===== src/rtl/pid_fifo_pkg.sv =====
// Shared definitions for the PID order FIFO: USB PID byte values and the
// width helper used for pointer and occupancy sizing.
package pid_fifo_pkg;

  localparam logic [7:0] OUT   = 8'hE1;
  localparam logic [7:0] IN    = 8'h69;
  localparam logic [7:0] SETUP = 8'h2D;
  localparam logic [7:0] DATA0 = 8'hC3;
  localparam logic [7:0] DATA1 = 8'h4B;
  localparam logic [7:0] ACK   = 8'hD2;
  localparam logic [7:0] NAK   = 8'h5A;
  localparam logic [7:0] STALL = 8'h1E;

  // Bits needed to encode n distinct values, never less than 1.
  function automatic int clog2_safe(input int n);
    int r;
    r = 0;
    while ((1 << r) < n) r++;
    return (r < 1) ? 1 : r;
  endfunction

endpackage


===== src/rtl/fifo_wrap_ptr.sv =====
// Modulo-DEPTH pointer: advances on inc and wraps from DEPTH-1 straight to 0,
// so codes above DEPTH-1 are never visited.
module fifo_wrap_ptr #(
  parameter int DEPTH = 80,
  parameter int W     = 7
) (
  input  logic         clk,
  input  logic         n_rst,
  input  logic         clear,
  input  logic         inc,
  output logic [W-1:0] ptr
);

  localparam logic [W-1:0] LAST = W'(DEPTH - 1);

  logic [W-1:0] ptr_reg;
  logic [W-1:0] ptr_next;

  always_comb begin
    ptr_next = ptr_reg;
    if (clear) begin
      ptr_next = '0;
    end else if (inc) begin
      ptr_next = (ptr_reg == LAST) ? '0 : ptr_reg + W'(1);
    end
  end

  always_ff @(posedge clk or negedge n_rst) begin
    if (!n_rst) begin
      ptr_reg <= '0;
    end else begin
      ptr_reg <= ptr_next;
    end
  end

  assign ptr = ptr_reg;

endmodule


===== src/rtl/pid_order_fifo.sv =====
// First-word-fall-through FIFO recording USB PID arrival order, with occupancy,
// almost-full/empty thresholds, synchronous flush and sticky error flags.
module pid_order_fifo
  import pid_fifo_pkg::*;
#(
  parameter int DATA_W = 8,
  parameter int DEPTH  = 80,
  parameter int AF_TH  = 76,
  parameter int AE_TH  = 2
) (
  input  logic                       clk,
  input  logic                       n_rst,
  input  logic                       clear,
  input  logic                       w_enable,
  input  logic [DATA_W-1:0]          w_data,
  input  logic                       r_enable,
  output logic [DATA_W-1:0]          r_data,
  output logic                       empty,
  output logic                       full,
  output logic                       almost_full,
  output logic                       almost_empty,
  output logic [$clog2(DEPTH+1)-1:0] count,
  output logic                       overflow,
  output logic                       underflow,
  input  logic                       err_clear
);

  localparam int PW = clog2_safe(DEPTH);
  localparam int CW = $clog2(DEPTH + 1);

  if (DEPTH < 2 || AF_TH > DEPTH || AE_TH >= DEPTH) begin : g_bad_params
    $error("pid_order_fifo: illegal DEPTH/AF_TH/AE_TH combination");
  end

  logic [DATA_W-1:0] mem [DEPTH];

  logic [PW-1:0] rd_ptr;
  logic [PW-1:0] wr_ptr;
  logic          push_ok;
  logic          pop_ok;

  logic [CW-1:0] count_reg;
  logic [CW-1:0] count_next;
  logic          empty_reg;
  logic          full_reg;
  logic          almost_full_reg;
  logic          almost_empty_reg;
  logic          overflow_reg;
  logic          overflow_next;
  logic          underflow_reg;
  logic          underflow_next;

  // A flush wins over any push or pop issued in the same cycle.
  assign push_ok = w_enable & (~full_reg | r_enable) & ~clear;
  assign pop_ok  = r_enable & ~empty_reg & ~clear;

  fifo_wrap_ptr #(.DEPTH(DEPTH), .W(PW)) u_rd_ptr (
    .clk   (clk),
    .n_rst (n_rst),
    .clear (clear),
    .inc   (pop_ok),
    .ptr   (rd_ptr)
  );

  fifo_wrap_ptr #(.DEPTH(DEPTH), .W(PW)) u_wr_ptr (
    .clk   (clk),
    .n_rst (n_rst),
    .clear (clear),
    .inc   (push_ok),
    .ptr   (wr_ptr)
  );

  // When full with push+pop, wr_ptr equals rd_ptr: the head is read out this
  // cycle and the slot is rewritten at the edge, so no bypass is needed.
  always_ff @(posedge clk) begin
    if (push_ok) begin
      mem[wr_ptr] <= w_data;
    end
  end

  assign r_data = mem[rd_ptr];

  always_comb begin
    count_next = count_reg;
    if (clear) begin
      count_next = '0;
    end else if (push_ok && !pop_ok) begin
      count_next = count_reg + CW'(1);
    end else if (pop_ok && !push_ok) begin
      count_next = count_reg - CW'(1);
    end
  end

  // A new error in the same cycle as err_clear leaves the flag set.
  always_comb begin
    overflow_next  = overflow_reg & ~err_clear;
    underflow_next = underflow_reg & ~err_clear;
    if (w_enable && full_reg && !r_enable && !clear) begin
      overflow_next = 1'b1;
    end
    if (r_enable && empty_reg && !clear) begin
      underflow_next = 1'b1;
    end
  end

  always_ff @(posedge clk or negedge n_rst) begin
    if (!n_rst) begin
      count_reg        <= '0;
      empty_reg        <= 1'b1;
      full_reg         <= 1'b0;
      almost_full_reg  <= 1'b0;
      almost_empty_reg <= 1'b1;
      overflow_reg     <= 1'b0;
      underflow_reg    <= 1'b0;
    end else begin
      count_reg        <= count_next;
      empty_reg        <= (count_next == '0);
      full_reg         <= (count_next == CW'(DEPTH));
      almost_full_reg  <= (count_next >= CW'(AF_TH));
      almost_empty_reg <= (count_next <= CW'(AE_TH));
      overflow_reg     <= overflow_next;
      underflow_reg    <= underflow_next;
    end
  end

  assign count        = count_reg;
  assign empty        = empty_reg;
  assign full         = full_reg;
  assign almost_full  = almost_full_reg;
  assign almost_empty = almost_empty_reg;
  assign overflow     = overflow_reg;
  assign underflow    = underflow_reg;

endmodule


===== config.mk =====
export PLATFORM = sky130hd
export DESIGN_NAME = pid_order_fifo
export DESIGN_NICKNAME = d
export VERILOG_FILES = /design/src/rtl/pid_fifo_pkg.sv /design/src/rtl/fifo_wrap_ptr.sv /design/src/rtl/pid_order_fifo.sv
export SDC_FILE = /design/constraint.sdc
export NUM_CORES = 1
export LEC_CHECK = 0
export BUFFER_PORTS_ARGS = -buffer_cell sky130_fd_sc_hd__buf_4
export CAP_MARGIN = 20
export CORE_ASPECT_RATIO = 0.5
export CORE_MARGIN = 2
export CORE_UTILIZATION = 32
export DETAILED_ROUTE_END_ITERATION = 6
export GPL_TIMING_DRIVEN = 1
export PLACE_DENSITY = 0.55
export SYNTH_ARGS = -nofsm -noshare
export SYNTH_HDL_FRONTEND = slang
export SYNTH_SLANG_ARGS = --single-unit

===== constraint.sdc =====
create_clock -name clk -period 2.9 [get_ports clk]
set_input_delay 0.58 -clock clk [delete_from_list [all_inputs] [get_ports clk]]
set_output_delay 0.58 -clock clk [all_outputs]
set_load 0.05 [all_outputs]

==> results of run 1 <==
-- timing repair --
action                                  in CTS  in global routing
resized for setup                           77                 27
hold buffers                                 1                  0
setup buffers                               13                 12
hold endpoints to repair                    25                  0
endpoints found under the setup margin       8                  8
cloned                                       4                  1
pin swaps                                   18                 17
-- cell type report --
| type | instances | area share |
|---|---|---|
| multi-input combinational | 630 | 0.1978 |
| timing repair buffer | 302 | 0.08096 |
| sequential | 667 | 0.6099 |
| tap | 1102 | 0.04224 |
| clock inverter | 32 | 0.01031 |
| inverter | 8 | 0.0009200 |
| clock buffer | 86 | 0.05777 |
-- worst max path at each step --
stage | startpoint | end | slack, ps | cells after the start
6_report | u_rd_ptr.ptr[0]$_DFFE_PN0P_ | r_data[3] | -790 | 9
5_1_grt | u_rd_ptr.ptr[0]$_DFFE_PN0P_ | r_data[4] | -850 | 7
4_1_cts | u_rd_ptr.ptr[0]$_DFFE_PN0P_ | r_data[4] | -820 | 8
3_5_place_dp | u_rd_ptr.ptr[0]$_DFFE_PN0P_ | r_data[7] | -460 | 10
3_3_place_gp | u_rd_ptr.ptr[0]$_DFFE_PN0P_ | r_data[7] | -490 | 10
2_1_floorplan | u_rd_ptr.ptr[0]$_DFFE_PN0P_ | r_data[2] | 20 | 8
-- placed cells by master, fill, tap and decap left out, drive strengths merged, types with 6 or more instances in the layout --
master	n
nor3	6
mux2	7
nand3	22
nand2b	8
a22o	6
mux4	123
a22oi	18
bufinv	7
nor2b	21
nand2	54
o22ai	19
clkinv	19
edfxtp	640
clkinvlp	6
nor2	104
mux2i	90
clkbuf	87
o31ai	10
a21oi	22
dfrtp	25
inv	8
a211oi	22
o21ai	33
o221ai	12
buf	300
-- layer usage --
layer	wire length, um	track usage
met4	1197	0.03651
met5	0	0
met1	31410	0.2368
met2	31750	0.2481
met3	4314	0.03069
-- worst max-delay path, stage by stage (launching register included) --
cell and delay [ps]:
dfrtp_4 550, buf_12 170, buf_4 130, buf_4 130, mux4_2 410, mux4_2 530, a32oi_2 200, buf_4 180
nand2_4 60, buf_8 140
-- cell families (layout without fill, tap and decap cells) --
kind of cell,count (synthesis),count (layout),share of synthesized area
xor gates and xnor gates,3,3,0.0009959
muxes,220,220,0.1421
and+or+nand+nor,238,238,0.04277
AOI/OAI and AO/OA,165,165,0.04310
adders and majority gates,4,4,0.001897
DFF,667,667,0.7540
buffers and inverters,79,428,0.01513
-- power breakdown --
part,switching (mW),leakage (nW),internal [mW],total [mW]
Sequential,0.0695,6.11,10.6,10.7
Clock,3.60,1.06,5.21,8.81
Combinational,1.48,3.27,1.43,2.91
==> impl_results.md, run 1 <==
* Peak supply drop at approximately 0.40 mV
* Die ar. at 0.08492 mm2
* Row count at 74
* Synth Cell Area at around 0.026 mm2
* Ys Warns at 0
* R2R cell count at 9
* Initial Util at 0.3231
* Placed Cells at roughly 2.7k
* Min-Delay Endpoint: underflow$_DFF_PN0_
* Setup_tns at -5666 ps
* Clock slew at reported path FFs at about 60 ps
* Routed length per placed instance at between 20 and 25 um
* Worst R2R End: u_rd_ptr.ptr[3]$_DFFE_PN0P_
* Multi-input gate area at 0.006457 mm2
* Max Root-Sink Buffers at 3
* Slew HR at 0.3271
* Worst hold slack at between 150 and 200 ps
* Worst-margin pin slew at slightly above 1000 ps
* Crit share post-route at 1.271
* Place WS at -455.7 ps
* Ys flop type: edfxtp_1
* Top cell type's share of synthesized area at 0.7283
* Critical Path End Type: output port
* Remaining Overflow, GRT at 0
* Sequential area share after synthesis at 0.7540
* EDFF count, synth at 640
* Top cells by area, synth: edfxtp_1, mux4_2, mux2i_1, dfrtp_1, nor2_1
* Final setup fails at 8
* Area Growth Syn to Fin at 23.69%
* Port Buffer Count at 34
* Max Slew Vio Count at 0
* Largest net degree at the start of global routing at 81
* Post-route insts no fill at between 2k and 3k
* HP Class: in -> reg
* I/O pin count at 35
* CTS buffer count at 68
* GRT Util Overall at 0.1612
* Min Tclk post-route at 3687 ps
* Most common cell in the netlist: edfxtp_1
* Mean Syn Cell Area at roughly 19 um2
* # fillers at roughly 7.3k
* Hold path depth at 2
* Clk_lat worst skew at a little over 600 ps
* R2R setup slack at around 580 ps
* Gpl congestion at 0.8622
* Chip width at just over 400 um
* Crit Reg-Reg Startpoint: u_rd_ptr.ptr[1]$_DFFE_PN0P_
* Failing checks: negative setup slack
* DIE HEIGHT at between 200 and 250 um
* Syn nets at between 1k and 1.5k
* Crit path required time at between 2000 and 2500 ps
* FF+latch area at around 0.02 mm2
* Vias in the first global route at between 10k and 15k
* Asr flop ratio synth at 0.04048
* Hold Fails Final Rpt at 0
* DR vias at roughly 14k
* Pwr per Cell Area at 686.5 mW/mm2
* CTS Sinks at between 600 and 700
* Global-route wire length before repair at approximately 100 mm
* Via-to-Cell Ratio at between 5 and 6
* WL final at 68.67 mm
* Htree depth at 3
* Setup WS post-layout at -787.0 ps
* RSZ-0062 raised after global routing: true
* Drt pass-1 iters at 5
* Share of layout cells above drive strength 1 at 0.3467
* Post-detail-place hpwl at around 43 mm
* Crit path DAT at 3110 ps
* Nets at approximately 1.7k
* Worst Setup Start Kind: register
* Tot Pwr at 22.41 mW
* Crit path kind: reg -> out
* Number of remaining DRC errors at 0
* Status: complete, but fails checks
* CP max FO at 6
* Root Buffer Master: clkbuf_16
* Yosys cell types at 60
* Post-DRT Antenna Nets at 0
* Diodes inserted at 0
* Gate Count Post-Synth at about 1.4k
* Commonest cells in the synthesized netlist: edfxtp_1, mux4_2, nor2_1
* Final instance area at approximately 0.033 mm2
* Most flop-heavy register: mem
* FF+latch count, synth at 667
* Core ar. at between 0.08 and 0.09 mm2
* Initial DRC count at roughly 1.7k
* Synth area leader: edfxtp_1
* Leakage power at 10.45 nW
* Max-cap violations at 0
* Post-DP Area at between 0.02 and 0.03 mm2
* Max reg flops at 640
* CTS tree: built
* Max frequency at 271.2 MHz
* Hold Crit Start: err_clear
* Fin Clk Skew at around 18 ps
* Initial antenna violation count at 0
* Final core occ at 0.3997
Power figures use the tool's default switching activity.
==> run 2, diff against run 1 <==
- ABC_AREA: unset -> 1
==> run 2 against run 1 <==
  * The run still ends with negative setup slack left
  * Wire length grew 19%
  * Via count grew 39%
  * First-iteration DRC count grew 32%
  * Flip-flop and latch count is the same
  * Combinational power grew 41%
  * Critical path type unchanged
==> impl_results.md, run 2 <==
* Status: complete, but fails checks
* Failing checks: negative setup slack
* Diodes inserted at 0 (unchanged)
* Max-cap violations at 0 (unchanged)
* Max Slew Vio Count at 0 (unchanged)
* Multi-input gate area at 0.007391 mm2 (+14%)
* Commonest cells in the synthesized netlist: nand2_1, edfxtp_1, nor2_1
* Asr flop ratio synth at 0.04048 (unchanged)
* Min Tclk post-route at 3383 ps (-303.9 ps)
* WL final at 81.77 mm (+19%)
* Crit path required time at 2320 ps (about the same)
* Most flop-heavy register: mem
* Clk_lat worst skew at 610 ps (about the same)
* Post-DP Area at 0.03093 mm2 (+4.4%)
* Setup WS post-layout at -483.1 ps (+303.9 ps)
* Crit Reg-Reg Startpoint: u_rd_ptr.ptr[1]$_DFFE_PN0P_
* Final setup fails at 8 (unchanged)
* Fin Clk Skew at 28.87 ps (+10.89 ps)
* Ys Warns at 0 (unchanged)
* RSZ-0062 raised after global routing: true
* Top cell type's share of synthesized area at 0.6842 (-0.04406)
* Area Growth Syn to Fin at 23.61% (about the same)
* Leakage power at 13.16 nW (+26%)
* Worst-margin pin slew at 748.5 ps (-260.9 ps)
* Clock slew at reported path FFs at 60 ps (about the same)
* Syn nets at 2588 (+86%)
* Worst R2R End: u_rd_ptr.ptr[0]$_DFFE_PN0P_
* Synth Cell Area at 0.02809 mm2 (+6.4%)
* Root Buffer Master: clkbuf_16
* Remaining Overflow, GRT at 0 (unchanged)
* Final instance area at 0.03472 mm2 (+6.4%)
* Synth area leader: edfxtp_1
* Port Buffer Count at 34 (unchanged)
* Sequential area share after synthesis at 0.7084 (-0.04561)
* CTS buffer count at 68 (unchanged)
* EDFF count, synth at 640 (unchanged)
* Critical Path End Type: output port
* Worst hold slack at 184.0 ps (+12.57 ps)
* R2R setup slack at 570 ps (about the same)
* Tot Pwr at 23.56 mW (+5.2%)
* Crit share post-route at 1.167 (-0.1048)
* Top cells by area, synth: edfxtp_1, nand2_1, nand3_1, nor2_1, o21ai_0
* Htree depth at 3 (unchanged)
* Crit path DAT at 2800 ps (-310 ps)
* Peak supply drop at 0.4333 mV (+7.2%)
* Ys flop type: edfxtp_1
* Max frequency at 295.6 MHz (+9.0%)
* Pwr per Cell Area at 678.7 mW/mm2 (-1.1%)
* Worst Setup Start Kind: register
* Most common cell in the netlist: nand2_1
* DR vias at 19.86k (+39%)
* Initial DRC count at 2204 (+32%)
* Chip width at 423.0 um (+3.1%)
* Global-route wire length before repair at 120.6 mm (+20%)
* Hold Crit Start: err_clear
* FF+latch count, synth at 667 (unchanged)
* Gpl congestion at 0.8397 (-2.6%)
* Slew HR at 0.5010 (+0.1739)
* Routed length per placed instance at 20.46 um (-16%)
* Yosys cell types at 31 (-48%)
* CTS Sinks at 667 (unchanged)
* Nets at 2794 (+65%)
* Post-detail-place hpwl at 47.52 mm (+11%)
* CP max FO at 20 (+14)
* # fillers at 8270 (+13%)
* Min-Delay Endpoint: underflow$_DFF_PN0_
* Most frequent cells in the layout: nand2_1, edfxtp_1, nor2_1
* CTS tree: built
* Mean Syn Cell Area at 10.93 um2 (-43%)
* Initial Util at 0.3246 (+0.001451)
* Hold Fails Final Rpt at 0 (unchanged)
* Largest net degree at the start of global routing at 50 (-38%)
* Crit path kind: reg -> out
* Max Root-Sink Buffers at 3 (unchanged)
* Max reg flops at 640 (unchanged)
* GRT Util Overall at 0.1788 (+0.01767)
* Via-to-Cell Ratio at 4.969 (-1.7%)
* Place WS at -11.60 ps (+444.1 ps)
* Share of layout cells above drive strength 1 at 0.1748 (-0.1719)
* HP Class: in -> reg
* Most common cell after layout, fill and taps aside: nand2_1
* Initial antenna violation count at 1 (+1)
* R2R cell count at 10 (+1)
* Vias in the first global route at 18.70k (+31%)
* Number of remaining DRC errors at 0 (unchanged)
* Post-DRT Antenna Nets at 0 (unchanged)
* Core ar. at 0.08653 mm2 (+6.0%)
* I/O pin count at 35 (unchanged)
* Hold path depth at 2 (unchanged)
* Drt pass-1 iters at 6 (+1)
* Die ar. at 0.09030 mm2 (+6.3%)
* DIE HEIGHT at 213.5 um (+3.1%)
* FF+latch area at 0.01991 mm2 (about the same)
* Row count at 76 (+2.7%)
* Gate Count Post-Synth at 2570 (+87%)
[run 2: worst max path at each step]
stage,from,to,depth (start not counted)
2_1_floorplan,u_rd_ptr.ptr[0]$_DFFE_PN0P_,r_data[6],15
3_3_place_gp,u_rd_ptr.ptr[0]$_DFFE_PN0P_,r_data[1],10
3_5_place_dp,u_rd_ptr.ptr[0]$_DFFE_PN0P_,r_data[1],12
4_1_cts,u_rd_ptr.ptr[0]$_DFFE_PN0P_,r_data[3],13
5_1_grt,u_rd_ptr.ptr[0]$_DFFE_PN0P_,r_data[3],13
6_report,u_rd_ptr.ptr[0]$_DFFE_PN0P_,r_data[1],13
[run 2: timing repair]
item	CTS	global route
endpoints found under the hold margin	25	0
setup endpoints to repair	8	8
cloned	22	1
hold buffers	1	0
buffers inserted	21	4
pin swaps	46	36
gates resized for setup	147	51
[run 2: critical path, stage by stage (launching register included)]
cell	delay, ps
dfrtp_4	510
buf_8	160
bufbuf_16	300
nand2_1	60
nand3_1	80
nand3_1	120
nand2_1	80
nor2_2	210
nand2_2	130
nand3_2	150
nand2_1	70
nand2_1	80
nand2_2	80
buf_8	150
[run 2: power by group]
group	switching (mW)	total (mW)	internal [mW]	leakage, nW
registers	0.0510	10.7	10.6	6.11
clock network	3.68	8.80	5.12	1.08
logic	2.49	4.11	1.62	5.97
[run 2: routing by layer]
layer / share of wire / track usage / wire (um) / vias up
met5: 0 / 0 / 0 / -
li1: - / - / - / 9186
met2: 0.45 / 0.2820 / 36820 / 749
met4: 0.025 / 0.04749 / 2004 / 0
met1: 0.44 / 0.2507 / 36300 / 9797
met3: 0.081 / 0.03894 / 6640 / 123
[run 2: logic make-up (layout without fill, tap and decap cells)]
family,count (synthesis),in the layout,share of synthesized area
flops,667,667,0.7084
simple gates,1377,1377,0.1988
xor+xnor,11,11,0.003430
compound gates,222,222,0.04228
fa+ha+maj,4,4,0.001782
buf+inv,289,545,0.04535
[run 2: cell type report]
type / instances / area share
sequential: 667 / 0.5733
inverter: 151 / 0.01694
clock buffer: 85 / 0.05413
timing repair buffer: 273 / 0.09103
clock inverter: 35 / 0.009298
tap: 1170 / 0.04216
multi-input combinational: 1614 / 0.2129
timing repair inverter: 1 / 0.0002523
[run 2: stage by stage]
stage,util,setup TNS (ps),instances
floorplan,-,0,2570
global placement,0.3575,0,3828
detailed placement,0.3575,-11.60,3828
CTS,0.3990,-3756,3992
global route,0.4012,-4531,3996
finish,0.4012,-3649,3996
